$ cat src/rtl/scalar_mult_ctrl.sv
// Left-to-right double-and-add sequencer driving external combinational pointDouble/pointAddition units.
// Latency: DONE reached 1+m+(popcount(k)-1) edges after accepted start (1 edge for k==0 or k==1).
// Backpressure: none; start is accepted only in IDLE, otherwise dropped. Optional SCALAR_MULT_NEG_EN adds neg.
`timescale 1ns/1ps
module scalar_mult_ctrl #(
    parameter int N = 3,
    parameter int K = 4
) (
    input  logic         clk,
    input  logic         reset,
    input  logic         start,
    input  logic [K-1:0] k,
    input  logic [N-1:0] X0,
    input  logic [N-1:0] Y0,
    input  logic [N-1:0] Z0,
`ifdef SCALAR_MULT_NEG_EN
    input  logic         neg,
`endif
    output logic [N-1:0] dbl_X,
    output logic [N-1:0] dbl_Y,
    output logic [N-1:0] dbl_Z,
    input  logic [N-1:0] dbl_X2,
    input  logic [N-1:0] dbl_Y2,
    input  logic [N-1:0] dbl_Z2,
    output logic [N-1:0] add_X0,
    output logic [N-1:0] add_Y0,
    output logic [N-1:0] add_Z0,
    output logic [N-1:0] add_X1,
    output logic [N-1:0] add_Y1,
    output logic [N-1:0] add_Z1,
    input  logic [N-1:0] add_X2,
    input  logic [N-1:0] add_Y2,
    input  logic [N-1:0] add_Z2,
    output logic [N-1:0] X1,
    output logic [N-1:0] Y1,
    output logic [N-1:0] Z1,
    output logic         busy,
    output logic         done,
    output logic         result_inf
);

    localparam int IW = (K > 1) ? $clog2(K) : 1;

    typedef struct packed {
        logic [N-1:0] x;
        logic [N-1:0] y;
        logic [N-1:0] z;
    } pt_t;

    typedef enum logic [2:0] {
        S_IDLE,
        S_LOAD,
        S_DBL,
        S_ADD,
        S_DONE
    } state_t;

    state_t        state, state_nxt;
    pt_t           acc, acc_nxt;
    pt_t           p_reg;
    pt_t           q_reg;
    pt_t           dbl_res, add_res;
    logic [K-1:0]  k_reg;
    logic [IW-1:0] idx, idx_nxt;
    logic [IW-1:0] msb_idx;
    logic          k_zero;
    logic          take;
    logic          inf_reg;
    logic [N-1:0]  fin_y;

    assign dbl_res = {dbl_X2, dbl_Y2, dbl_Z2};
    assign add_res = {add_X2, add_Y2, add_Z2};
    assign k_zero  = ~|k_reg;

    always_comb begin
        msb_idx = '0;
        for (int b = 0; b < K; b++) begin
            if (k_reg[b]) msb_idx = IW'(b);
        end
    end

    always_comb begin
        state_nxt = state;
        acc_nxt   = acc;
        idx_nxt   = idx;
        take      = 1'b0;
        case (state)
            S_IDLE: begin
                if (start) begin
                    take      = 1'b1;
                    state_nxt = S_LOAD;
                end
            end
            S_LOAD: begin
                acc_nxt = p_reg;
                if (k_zero || msb_idx == '0) begin
                    state_nxt = S_DONE;
                end else begin
                    idx_nxt   = msb_idx - 1'b1;
                    state_nxt = S_DBL;
                end
            end
            S_DBL: begin
                acc_nxt = dbl_res;
                if (k_reg[idx]) begin
                    state_nxt = S_ADD;
                end else if (idx == '0) begin
                    state_nxt = S_DONE;
                end else begin
                    idx_nxt = idx - 1'b1;
                end
            end
            S_ADD: begin
                acc_nxt = add_res;
                if (idx == '0) begin
                    state_nxt = S_DONE;
                end else begin
                    idx_nxt   = idx - 1'b1;
                    state_nxt = S_DBL;
                end
            end
            S_DONE: state_nxt = S_IDLE;
            default: state_nxt = S_IDLE;
        endcase
    end

`ifdef SCALAR_MULT_NEG_EN
    logic neg_reg;
    assign fin_y = neg_reg ? (acc_nxt.x ^ acc_nxt.y) : acc_nxt.y;
`else
    assign fin_y = acc_nxt.y;
`endif

    // Q is captured on the edge into DONE so it is already valid while done is high.
    always_ff @(posedge clk or negedge reset) begin
        if (!reset) begin
            state   <= S_IDLE;
            acc     <= '0;
            p_reg   <= '0;
            k_reg   <= '0;
            idx     <= '0;
            q_reg   <= '{x: N'(1), y: '0, z: '0};
            inf_reg <= 1'b1;
`ifdef SCALAR_MULT_NEG_EN
            neg_reg <= 1'b0;
`endif
        end else begin
            state <= state_nxt;
            acc   <= acc_nxt;
            idx   <= idx_nxt;
            if (take) begin
                k_reg <= k;
                p_reg <= {X0, Y0, Z0};
`ifdef SCALAR_MULT_NEG_EN
                neg_reg <= neg;
`endif
            end
            if (state_nxt == S_DONE) begin
                inf_reg <= k_zero;
                if (k_zero) begin
                    q_reg <= '{x: N'(1), y: '0, z: '0};
                end else begin
                    q_reg <= '{x: acc_nxt.x, y: fin_y, z: acc_nxt.z};
                end
            end
        end
    end

    assign dbl_X      = acc.x;
    assign dbl_Y      = acc.y;
    assign dbl_Z      = acc.z;
    assign add_X0     = acc.x;
    assign add_Y0     = acc.y;
    assign add_Z0     = acc.z;
    assign add_X1     = p_reg.x;
    assign add_Y1     = p_reg.y;
    assign add_Z1     = p_reg.z;
    assign X1         = q_reg.x;
    assign Y1         = q_reg.y;
    assign Z1         = q_reg.z;
    assign result_inf = inf_reg;
    assign busy       = (state == S_LOAD) || (state == S_DBL) || (state == S_ADD);
    assign done       = (state == S_DONE);

endmodule
$ cat config.mk
export PLATFORM = sky130hd
export DESIGN_NAME = scalar_mult_ctrl
export DESIGN_NICKNAME = d
export VERILOG_FILES = /design/src/rtl/scalar_mult_ctrl.sv
export SDC_FILE = /design/constraint.sdc
export NUM_CORES = 1
export LEC_CHECK = 0
export CELL_PAD_IN_SITES_DETAIL_PLACEMENT = 0
export CELL_PAD_IN_SITES_GLOBAL_PLACEMENT = 2
export CORE_MARGIN = 2
export CORE_UTILIZATION = 31
export CTS_BUF_LIST = sky130_fd_sc_hd__clkbuf_4
export CTS_CLUSTER_SIZE = 40
export DETAILED_ROUTE_END_ITERATION = 8
export PLACE_DENSITY_LB_ADDON = 0.1
export SLEW_MARGIN = 30
export SYNTH_ARGS = -nofsm -noshare
export SYNTH_HDL_FRONTEND = slang
export SYNTH_SLANG_ARGS = --single-unit
$ cat constraint.sdc
create_clock -name clk -period 2.92 [get_ports clk]
set_input_delay 0.584 -clock clk [delete_from_list [all_inputs] [get_ports clk]]
set_output_delay 0.584 -clock clk [all_outputs]
set_load 0.005 [all_outputs]
==> results of run 1 <==
[cell families after synthesis]
family | count (synthesis) | synth area share [%]
multiplexers | 32 | 18.9
flip-flops | 37 | 45.8
AO/OA/AOI/OAI | 43 | 14.6
AND/OR/NAND/NOR | 41 | 12.8
buffers and inverters | 25 | 7.84
[final cells by class]
| type | count | area, µm² | share of cell area (%) |
|---|---|---|---|
| multi-input combinational | 116 | 938 | 33.1 |
| sequential | 37 | 928 | 32.7 |
| timing repair buffer | 80 | 778 | 27.4 |
| inverter | 4 | 15.0 | 0.530 |
| clock buffer | 6 | 45.0 | 1.59 |
| tap | 77 | 96.3 | 3.40 |
| clock inverter | 2 | 33.8 | 1.19 |
[synth_stat cells (all sizes together)]
cell type  number  share of area, %
mux4            1               1.3
o221ai          1              0.43
nand2           9               1.7
mux2           31                18
a31o            1              0.43
a2111oi         1              0.43
inv             4              0.74
nor2            4              0.86
nor3            7               1.7
o211ai          2              0.74
a211oi          1              0.37
a22oi          10               4.0
a21oi          11               2.7
nor4b           1               1.2
clkbuf          2              0.37
buf            19               6.7
o21ai          13               3.2
and3b           8               3.5
o2bb2ai         1              0.43
dfstp           2               2.6
nor2b          11               3.4
a32o            1              0.49
or3             1              0.56
dfrtp          35                43
o41ai           1               1.4
[cell usage in the layout (no fill, tap or decap), drive strengths merged, types with 7 or more instances in the layout]
cell type / n
clkdlybuf4s50: 71
dfrtp: 35
mux2: 31
o21ai: 13
a21oi: 11
nor2b: 11
a22oi: 10
nand2: 9
buf: 9
and3b: 8
nor3: 7
[layer usage]
layer / vias to the layer above / track usage [%] / routed length [µm]
met3: 7 / 4.67 / 308
met5: - / 0 / 0
li1: 768 / - / -
met4: 0 / 4.76 / 55
met1: 780 / 20.7 / 2330
met2: 54 / 24.0 / 2520
[report_power, final]
part           internal [mW]  switching (mW)
Clock                  0.188           0.173
Sequential             0.780           0.280
Combinational           1.09           0.710
[worst reg2reg max path: cells and delay by family, from the launching register on]
| kind | cells | cell delay [ns] |
|---|---|---|
| compound gates | 1 | 0.40 |
| buf+inv | 2 | 0.57 |
| flops | 1 | 0.55 |
| mux | 1 | 0.35 |
[worst max path at each step]
| stage | start | end | cells after the start |
|---|---|---|---|
| after floorplan | k_reg[1] | X1[1] | 4 |
| after global placement | state[0] | busy | 3 |
| after detailed placement | state[0] | busy | 3 |
| after CTS | state[0] | busy | 3 |
| after global routing | state[0] | busy | 3 |
| final | state[0] | busy | 3 |
[stage by stage]
stage                     hold slack (ns)  util, %  cells  setup slack, ns
after floorplan                     0.288        -    178             1.23
after global placement              0.492     43.4    314            0.819
after detailed placement            0.496     43.4    314            0.756
after CTS                           0.370     44.6    322            0.354
after global routing                0.192     44.7    322            0.223
final                               0.204     44.7    322            0.407
==> metrics.txt, run 1 <==
status=finished clean; FP Rows=29; Crit Path Category=reg -> out; number of synthesized register bits=37; total power=3.22 mW; Power Density=1130 mW/mm²; Hold Crit Class=in -> async; RSZ-0062 raised after global routing=false; R2R setup slack=0.95 ns; Buf/Inv on CP=2; Critical Path Source Type=flip-flop; Post-CTS Resized=0; largest net degree at the start of global routing=38; chip height=84.8 µm; drt wl/cell=16.2 µm; setup bufs post-CTS=0; CTS buffer count=5; Syn-to-layout area delta=40.0%; period utilisation layout=86.1%; post-synthesis sequential area ratio=45.8%; initial DRC count=108; Fin. Hold Viols=0; VDD IR max=0.369 mV; Worst EP arrival=1.93 ns; via count=1609; pins over their slew limit=0; FF-to-FF End=Z1[2]; I/O Pins=73; clk buf depth=2; Largest register FFs=4; number of routed nets with antenna violations=0; final HPWL from detailed placement=3740 µm; crit-path cells=inv_1 > a21oi_1 > clkdlybuf4s50_1; Die X=84.8 µm; reg2reg start=state[0]; Initial DRT Pass Iterations=4; Syn Nets=212; LEAKAGE=1.18 nW; synthesized cell area=0.00203 mm²; Slew @ Worst Pin=0.502 ns; Synth Instances=178; Core Area=0.00635 mm²; CP delay by family, top=buffers and inverters; total gr overflow=0; hold_buf cts=0; Post-Synthesis Mean Instance Area=11.4 µm²; Total Wirelength=5210 µm; critical path peak fanout=13; CP endpoint kind=output pin; first-pass GRT wire length=8710 µm; vias in the first global route=1680; Initial Utilization=31.9%; worst endpoint required time=2.34 ns; IO Port Bufs=72; post-route cell area=0.00284 mm²; slowest stage delay, CP=0.55 ns; GRT Overall Usage=15.4%; Max stage delay cell, worst path=dfrtp_1; layout cells sized above 1=22.4%; antenna cell count=0; cells on worst reg2reg path=4; CTS root buffer=clkbuf_4; clk sinks=37; DIE AREA=0.00720 mm²; synth unique cells=30; TritonCTS clock tree=built; GPL Wtd Cong=0.765; post-route setup TNS=0 ns; Clock Skew=0.0116 ns; DRC=0; routed vias/inst=5.00; worst skew pair latency=0.34 ns; H-tree depth=2; Rel. slew slack=66.5%; fin crit period=2.51 ns; Max Cap Viol=0; final setup fails=0; clock transition at the registers of the reported paths=0.11 ns; Ys Warns=0; Fillers=590; FMAX=398 MHz; initial antenna violation count=0; fin nets=278; dpl cell area=0.00275 mm²
Note: power is estimated with default switching activity, not from simulation.
==> run 2: changes to the inputs <==
Settings changed: SLEW_MARGIN 30 to default.
==> metrics.txt, run 2 (same netlist as run 1, synthesis figures left out) <==
Rel. slew slack=41.8% (-25 points); TritonCTS clock tree=built; R2R setup slack=0.95 ns (about the same); Initial Utilization=31.9% (unchanged); layout cells sized above 1=22.4% (unchanged); post-route setup TNS=0 ns (unchanged); Max Cap Viol=0 (unchanged); routed vias/inst=5.00 (unchanged); Syn-to-layout area delta=39.8% (about the same); Crit Path Category=reg -> out; Hold Crit Class=in -> async; number of routed nets with antenna violations=0 (unchanged); first-pass GRT wire length=8710 µm (unchanged); Max stage delay cell, worst path=dfrtp_1; LEAKAGE=1.18 nW (about the same); worst endpoint required time=2.34 ns (about the same); status=finished clean; clk sinks=37 (unchanged); crit-path cells=inv_1 > a21oi_1 > clkdlybuf4s50_1; Worst EP arrival=1.93 ns (about the same); Post-CTS Resized=0 (unchanged); largest net degree at the start of global routing=38 (unchanged); total gr overflow=0 (unchanged); pre-CTS setup slack=0.756 ns (unchanged); Initial DRT Pass Iterations=4 (unchanged); via count=1609 (unchanged); chip height=84.8 µm (unchanged); Critical Path Source Type=flip-flop; IO Port Bufs=72 (unchanged); clock transition at the registers of the reported paths=0.11 ns (about the same); reg2reg start=state[0]; FF-to-FF End=Z1[2]; most common cell after layout, fill and taps aside=clkdlybuf4s50_1; pins over their slew limit=0 (unchanged); Total Wirelength=5210 µm (unchanged); Clock Skew=0.0116 ns (unchanged); drt wl/cell=16.2 µm (unchanged); final setup fails=0 (unchanged); Core Area=0.00635 mm² (unchanged); DRC=0 (unchanged); Fin. Hold Viols=0 (unchanged); worst skew pair latency=0.34 ns (about the same); vias in the first global route=1680 (unchanged); initial DRC count=108 (unchanged); FP Rows=29 (unchanged); DIE AREA=0.00720 mm² (unchanged); CTS buffer count=5 (unchanged); Inst Count DP=314 (unchanged); cells on worst reg2reg path=4 (unchanged); antenna cell count=0 (unchanged); RSZ-0062 raised after global routing=false; Final Util=44.6% (about the same); CTS root buffer=clkbuf_4; H-tree depth=2 (unchanged); fin crit period=2.51 ns (unchanged); I/O Pins=73 (unchanged); Fillers=591 (+0.17%); commonest non-fill, non-tap cells in the layout=clkdlybuf4s50_1, dfrtp_1, mux2_2; period utilisation layout=86.1% (unchanged); fin nets=278 (unchanged); FMAX=398 MHz (unchanged); clk buf depth=2 (unchanged); Slew @ Worst Pin=0.872 ns (+0.370 ns); initial antenna violation count=0 (unchanged); Power Density=1140 mW/mm² (about the same); Final Non-Filler Cells=322 (unchanged); CP endpoint kind=output pin; final HPWL from detailed placement=3740 µm (unchanged); Die X=84.8 µm (unchanged); setup bufs post-CTS=0 (unchanged); Largest register FFs=4 (unchanged); slowest stage delay, CP=0.55 ns (about the same); critical path peak fanout=13 (unchanged); GRT Overall Usage=15.4% (unchanged); worst setup margin=0.407 ns (unchanged); GPL Wtd Cong=0.765 (unchanged); VDD IR max=0.369 mV (about the same); hold_buf cts=0 (unchanged)
[run 2: per-stage QoR]
stage	instance area [µm²]	total power, mW	hold WS (ns)
global route	2830	3.51	0.377
floorplan	2030	2.14	0.288
CTS	2830	3.27	0.370
global placement	2750	2.87	0.492
finish	2830	3.22	0.355
detailed placement	2750	2.90	0.496
[run 2: how the worst max path moves through the flow]
stage	startpoint	to	slack, ns
3_3_place_gp	state[0]	busy	0.82
3_5_place_dp	state[0]	busy	0.76
4_1_cts	state[0]	busy	0.35
2_1_floorplan	k_reg[1]	X1[1]	1.23
6_report	state[0]	busy	0.41
5_1_grt	state[0]	busy	0.22
[run 2: cell type report]
cell class                 instances  area (µm²)  area share (%)
sequential                        37         928            32.8
clock buffer                       6        45.0            1.59
clock inverter                     2        33.8            1.19
timing repair buffer              80         776            27.4
inverter                           4        15.0           0.530
multi-input combinational        116         938            33.1
tap                               77        96.3            3.40
[run 2: metal layers]
layer  part of all wire (%)  track usage [%]  vias up
li1                       -                -      768
met1                     45             20.7      780
met4                    1.1             4.76        0
met2                     48             24.0       54
met3                    5.9             4.67        7
met5                      0                0        -
[run 2: critical path, delay by kind of cell (launching register included)]
kind                   cells  cell delay [ns]
DFF                        1             0.55
AOI/OAI and AO/OA          1             0.22
buffers and inverters      2             0.83
[run 2: power by group]
part	internal [mW]	switching, mW
logic	1.08	0.710
registers	0.780	0.280
clock network	0.188	0.173
total	2.05	1.16
